[config.mk]
export PLATFORM = sky130hd
export DESIGN_NAME = axis_loopback_tester
export DESIGN_NICKNAME = d
export VERILOG_FILES = /design/src/rtl/axis_loopback_tester.sv
export SDC_FILE = /design/constraint.sdc
export NUM_CORES = 1
export LEC_CHECK = 0
export CORE_MARGIN = 3
export CORE_UTILIZATION = 56
export CTS_CLUSTER_SIZE = 24
export DETAILED_ROUTE_END_ITERATION = 12
export HOLD_SLACK_MARGIN = 0.06
export PLACE_DENSITY_LB_ADDON = 0.08
export SLEW_MARGIN = 20
export SYNTH_ARGS = -nofsm -noshare
export SYNTH_HDL_FRONTEND = slang
export SYNTH_SLANG_ARGS = --single-unit
[constraint.sdc]
create_clock -name axis_aclk -period 13.05 [get_ports axis_aclk]
set_input_delay 2.61 -clock axis_aclk [delete_from_list [all_inputs] [get_ports axis_aclk]]
set_output_delay 2.61 -clock axis_aclk [all_outputs]
set_load 0.005 [all_outputs]
[src/rtl/axis_loopback_tester.sv]
// AXI-Stream loopback tester: sends NUM_PKTS counting packets, checks each returned packet, reports pass/fail.
// Optional macro AXIS_TESTER_BACKPRESSURE_EN adds pseudo-random s00 backpressure during RECV.
module axis_loopback_tester #(
  parameter int C_AXIS_TDATA_WIDTH = 32,
  parameter int C_START_COUNT      = 32,
  parameter int PKT_LEN            = 80,
  parameter int NUM_PKTS           = 4,
  parameter int TIMEOUT            = 1024
) (
  input  logic                            axis_aclk,
  input  logic                            axis_aresetn,
  input  logic                            start,
  output logic                            m00_axis_tvalid,
  output logic [C_AXIS_TDATA_WIDTH-1:0]   m00_axis_tdata,
  output logic [C_AXIS_TDATA_WIDTH/8-1:0] m00_axis_tstrb,
  output logic                            m00_axis_tlast,
  input  logic                            m00_axis_tready,
  input  logic                            s00_axis_tvalid,
  input  logic [C_AXIS_TDATA_WIDTH-1:0]   s00_axis_tdata,
  input  logic [C_AXIS_TDATA_WIDTH/8-1:0] s00_axis_tstrb,
  input  logic                            s00_axis_tlast,
  output logic                            s00_axis_tready,
  output logic                            busy,
  output logic                            done,
  output logic                            pass,
  output logic                            timeout,
  output logic [15:0]                     err_count,
  output logic [7:0]                      pkt_count,
  output logic [2:0]                      state_dbg
);

  localparam int W  = C_AXIS_TDATA_WIDTH;
  localparam int SW = C_AXIS_TDATA_WIDTH / 8;
  localparam logic [15:0] PKT_LAST   = 16'(PKT_LEN - 1);
  localparam logic [7:0]  NP         = 8'(NUM_PKTS);
  localparam logic [31:0] START_LAST = (C_START_COUNT == 0) ? 32'd0 : 32'(C_START_COUNT - 1);
  localparam logic [31:0] WD_LAST    = 32'(TIMEOUT - 1);

  typedef enum logic [2:0] {
    IDLE       = 3'd0,
    WAIT_START = 3'd1,
    SEND       = 3'd2,
    RECV       = 3'd3,
    DONE       = 3'd4
  } state_t;

  state_t state, state_nxt;

  logic [1:0]   rst_sync;
  logic         rst_n;
  logic [31:0]  ws_cnt;
  logic [31:0]  wd_cnt;
  logic [15:0]  tx_idx;
  logic [15:0]  rx_idx;
  logic [W-1:0] pkt_base;
  logic [W-1:0] rx_exp;
  logic         rx_active;
  logic         tx_fire, tx_last;
  logic         rx_fire, rx_last_idx, rx_bad, rx_end, run_done;
  logic         wd_expire, run_start;
  logic         unused_strb;

  // Reset asserts asynchronously and releases two edges later, so state is IDLE at the first live edge.
  always_ff @(posedge axis_aclk or negedge axis_aresetn) begin
    if (!axis_aresetn) rst_sync <= 2'b00;
    else               rst_sync <= {rst_sync[0], 1'b1};
  end
  assign rst_n = rst_sync[1];

  // Handshake: a beat transfers on the rising edge where valid && ready; the sender holds
  // data/last stable while valid is high and ready is low. m00 is a sender, s00 a receiver.
  assign tx_fire     = m00_axis_tvalid && m00_axis_tready;
  assign tx_last     = (tx_idx == PKT_LAST);
  assign rx_fire     = rx_active && s00_axis_tvalid && s00_axis_tready;
  assign rx_last_idx = (rx_idx == PKT_LAST);
  assign rx_exp      = pkt_base + W'(rx_idx);
  assign rx_bad      = (s00_axis_tdata != rx_exp) || (s00_axis_tlast != rx_last_idx);
  assign rx_end      = rx_fire && (s00_axis_tlast || rx_last_idx);
  assign run_done    = rx_end && (8'(pkt_count + 8'd1) == NP);
  assign wd_expire   = rx_active && !rx_fire && (wd_cnt == WD_LAST);
  assign run_start   = start && ((state == IDLE) || (state == DONE));
  assign unused_strb = ^s00_axis_tstrb;

  always_ff @(posedge axis_aclk or negedge rst_n) begin
    if (!rst_n) state <= IDLE;
    else        state <= state_nxt;
  end

  always_comb begin
    state_nxt       = state;
    busy            = 1'b0;
    done            = 1'b0;
    m00_axis_tvalid = 1'b0;
    rx_active       = 1'b0;
    unique case (state)
      IDLE: begin
        if (start) state_nxt = WAIT_START;
      end
      WAIT_START: begin
        busy = 1'b1;
        if ((C_START_COUNT == 0) || (ws_cnt == START_LAST)) state_nxt = SEND;
      end
      SEND: begin
        busy            = 1'b1;
        m00_axis_tvalid = 1'b1;
        if (tx_fire && tx_last) state_nxt = RECV;
      end
      RECV: begin
        busy      = 1'b1;
        rx_active = 1'b1;
        if (rx_end)         state_nxt = run_done ? DONE : SEND;
        else if (wd_expire) state_nxt = DONE;
      end
      DONE: begin
        done = 1'b1;
        if (start) state_nxt = WAIT_START;
      end
      default: state_nxt = IDLE;
    endcase
  end

  always_ff @(posedge axis_aclk or negedge rst_n) begin
    if (!rst_n) begin
      ws_cnt    <= '0;
      wd_cnt    <= '0;
      tx_idx    <= '0;
      rx_idx    <= '0;
      pkt_base  <= '0;
      err_count <= '0;
      pkt_count <= '0;
      timeout   <= 1'b0;
    end else if (run_start) begin
      ws_cnt    <= '0;
      wd_cnt    <= '0;
      tx_idx    <= '0;
      rx_idx    <= '0;
      pkt_base  <= '0;
      err_count <= '0;
      pkt_count <= '0;
      timeout   <= 1'b0;
    end else begin
      if (state == WAIT_START) ws_cnt <= ws_cnt + 32'd1;
      if (tx_fire) tx_idx <= tx_last ? 16'd0 : tx_idx + 16'd1;
      // Watchdog measures RECV cycles since entry or since the last accepted beat.
      if (tx_fire && tx_last) wd_cnt <= '0;
      else if (rx_active)     wd_cnt <= rx_fire ? 32'd0 : wd_cnt + 32'd1;
      if (rx_fire) begin
        if (rx_bad && (err_count != 16'hFFFF)) err_count <= err_count + 16'd1;
        rx_idx <= rx_end ? 16'd0 : rx_idx + 16'd1;
      end
      if (rx_end) begin
        pkt_count <= pkt_count + 8'd1;
        pkt_base  <= pkt_base + W'(PKT_LEN);
      end
      if (wd_expire) timeout <= 1'b1;
    end
  end

  assign m00_axis_tdata = pkt_base + W'(tx_idx);
  assign m00_axis_tstrb = {SW{m00_axis_tvalid}};
  assign m00_axis_tlast = m00_axis_tvalid && tx_last;
  assign pass           = done && (err_count == 16'd0) && !timeout;
  assign state_dbg      = state;

`ifdef AXIS_TESTER_BACKPRESSURE_EN
  logic [15:0] lfsr;
  logic [1:0]  low_run;
  logic        bp_ready;

  // Ready follows the LFSR but is never held low for more than three cycles in a row.
  assign bp_ready = lfsr[0] || (low_run == 2'd3);

  always_ff @(posedge axis_aclk or negedge rst_n) begin
    if (!rst_n) begin
      lfsr    <= 16'hACE1;
      low_run <= '0;
    end else begin
      lfsr <= {lfsr[14:0], lfsr[15] ^ lfsr[13] ^ lfsr[12] ^ lfsr[10]};
      if (rx_active && !bp_ready) low_run <= low_run + 2'd1;
      else                        low_run <= '0;
    end
  end

  assign s00_axis_tready = rx_active && bp_ready;
`else
  assign s00_axis_tready = rx_active;
`endif

endmodule

==> metrics <==
initial antenna violation count 0; post-route worst setup slack 6.23 ns; fin crit share 0.523; R2R Setup Slk 8.69 ns; initial DRC count 619; clk sinks 154; critical path launch point type flop; RSZ-0062 raised after global routing false; Post-DRT Antenna Nets 0; DR DRC count 0; Yosys top cell area share 0.385; Seq pwr share 0.443; final worst path period need 6.82 ns; largest net degree at the start of global routing 71; Power Density 130 nW/um^2; routed vias/inst 5.97; area growth from synthesis to layout 17.0%; pre-CTS WS 6.62 ns; final WL 24.6 mm; Core Util, Final 0.673; Crit Path Class reg2out; Final HPWL DP 17.7 mm; Worst EP arrival 4.21 ns; CP Capture Point m00_axis_tdata[29]; n_diodes 0; EDFF count, synth 0; worst slew pin tran 1.05 ns; share of layout cells above drive strength 1 0.0337; total CTS buffers 17; CP startpoint pkt_base[5]; fin nets 1337; CTS Root Cell clkbuf_16; vias in the first global route 8198; internal power 0.00102 W; FMAX 0.147 GHz; outcome completed; die width 140 um; Post-Syn Area 10000 sq um; cell count after synthesis 1190; R2R Path Start pkt_base[5]; first drt pass iteration count 5; CP endpoint kind output pin; Syn Area/Cell 8.41 sq um; global-route wire length before repair 41.5 mm; Std-Cell Rows 48; Top-Level Pins 112; Final setup viols 0; Initial Util 0.575; Worst-path clk slew 0.06 ns; die height 140 um; Reg-to-Reg End err_count[7]; Max FO, Critical Path 9; htree depth 4; setup TNS 0 ns; Global Route Usage Sum 0.255; Core Region 17400 sq um; Slew HR 0.300; grt total ovfl 0; Net Sw Power 0.000497 W; switch share 0.327; Port Buffers 107; Clock power frac 0.314; largest cells by area after synthesis dfrtp_1 38%, xor2_1 8.1%, nor2_1 6.0%; Post-CTS Resized 0; ys flop type dfrtp_1; GP Congestion 0.888; share of the yosys chip area belonging to registers 0.385; mean routed wirelength per cell 16.4 um; Final Max Tran Viols 0; Synth area leader dfrtp_1; WP data required 10.44 ns; Synth Net Count 1265; MaxCap Viol Count 0; vias 8948; Fin Clk Skew 0.0101 ns; Max IR drop VDD 0.102 mV; Worst Hold Class reg2async; TritonCTS clock tree done; setup bufs post-CTS 0; worst skew pair latency 0.42 ns; synthesis warning total 0; synth unique cells 64; Yosys reg bits 154; Async SR Flop Fraction 1.00; clock buffer depth 2; r2r worst-path depth 11; hold_buf cts 0; final hold vios 0; die area 19500 sq um; Leakage 5.09 nW; Gate power share 0.242
==> cells in the mapped netlist (all sizes together) (2+ instances only) <==
cell     instances
a2111oi          3
a211o            3
a211oi           5
a21o             7
a21oi           66
a22o             4
a22oi            2
a31oi            6
and2            11
and3            32
and4             4
buf             13
clkbuf          45
dfrtp          154
ha              33
inv             20
mux2i            8
nand2          105
nand2b          12
nand3           65
nand3b           4
nand4           36
nor2           159
nor2b            9
nor3            32
nor3b            3
nor4            25
nor4b            5
o2111ai          3
o211ai           3
o21a             6
o21ai           81
o21bai           2
o22ai            4
o2bb2ai          2
o311ai           2
o31ai            9
o41a             2
or2              4
or3             37
or4              6
xnor2           52
xor2            93
==> area by class of cell <==
| type | instances | area, sq um |
|---|---|---|
| Fill cell | 1495 | 5700 |
| Sequential cell | 154 | 3860 |
| Inverter | 20 | 75.1 |
| Tap cell | 225 | 282 |
| Timing Repair Buffer | 111 | 1100 |
| Clock buffer | 23 | 478 |
| Multi-Input combinational cell | 958 | 5830 |
| Clock inverter | 9 | 90.1 |
==> per-layer routing <==
metal,routed length (um),track usage,vias to the layer above
met5,0,0,-
met4,205,0.0515,0
met3,1620,0.0498,15
met2,11200,0.386,269
met1,11600,0.383,4281
li1,-,-,4383
==> worst max-delay path: stages (launching register included) <==
cell	delay, ns
dfrtp_1	0.54
ha_1	0.32
a21oi_1	0.23
nor2b_1	0.09
o21a_1	0.20
o21ai_0	0.23
a21oi_1	0.18
a221o_1	0.38
o41a_1	0.47
nand2_1	0.36
nor2_1	0.11
xor2_1	0.16
clkdlybuf4s50_1	0.52
==> flip-flops by register name, indices dropped and copies added, names as in the netlist <==
name       flops
state_dbg      3
err_count     16
wd_cnt        32
tx_idx        16
pkt_base      28
rst_sync       2
rx_idx        16
ws_cnt        32
timeout        1
pkt_count      8
==> worst min path at each step <==
| stage | startpoint | end | slack, ns | cells after the start |
|---|---|---|---|---|
| floorplan | rst_sync[0] | rst_sync[1] | 0.33 | 0 |
| global placement | rst_sync[0] | rst_sync[1] | 0.34 | 0 |
| detailed placement | rst_sync[0] | rst_sync[1] | 0.34 | 0 |
| CTS | rst_sync[0] | rst_sync[1] | 0.36 | 0 |
| global route | rst_sync[0] | rst_sync[1] | 0.36 | 0 |
| finish | rst_sync[1] | rx_idx[8] | 0.34 | 0 |
==> stage by stage <==
stage	cell area (sq um)	total power, W	hold slack (ns)	cells
2_1_floorplan	10000	0.000886	0.331	1190
3_3_place_gp	11100	0.00104	0.340	1468
3_5_place_dp	11100	0.00105	0.341	1468
4_1_cts	11700	0.00153	0.356	1500
5_1_grt	11700	0.00161	0.357	1500
6_report	11700	0.00152	0.343	1500
==> cell families (layout without fill, tap and decap cells) <==
family,Yosys count,after routing,synth area share
other,1,1,0.000375
and+or+nand+nor,551,551,0.271
AOI/OAI and AO/OA,220,220,0.134
adders and majority gates,33,33,0.0412
buffers and inverters,78,163,0.0332
xor gates and xnor gates,145,145,0.127
DFF,154,154,0.385
muxes,8,8,0.00800
==> power groups by stage <==
stage          sequential [W]  clock (W)  combinational, W
6_report             0.000673   0.000477          0.000368
5_1_grt              0.000689   0.000505          0.000416
4_1_cts              0.000672   0.000485          0.000372
3_5_place_dp         0.000676          0          0.000369
3_3_place_gp         0.000677          0          0.000360
2_1_floorplan        0.000634          0          0.000251
==> layout by cell type (no fill, tap or decap), drive strengths merged, types with 6 or more instances in the layout <==
master / n
nor4: 25
ha: 33
o31ai: 9
nor2b: 9
nor3: 32
dfrtp: 154
xnor2: 52
nand2: 105
nor2: 159
or4: 6
inv: 21
or3: 37
o21ai: 81
nand2b: 12
a31oi: 6
and3: 32
clkbuf: 23
clkdlybuf4s50: 107
nand3: 65
o21a: 6
xor2: 93
a21oi: 66
and2: 11
nand4: 36
mux2i: 8
a21o: 7
(Power assumes the default switching activity.)
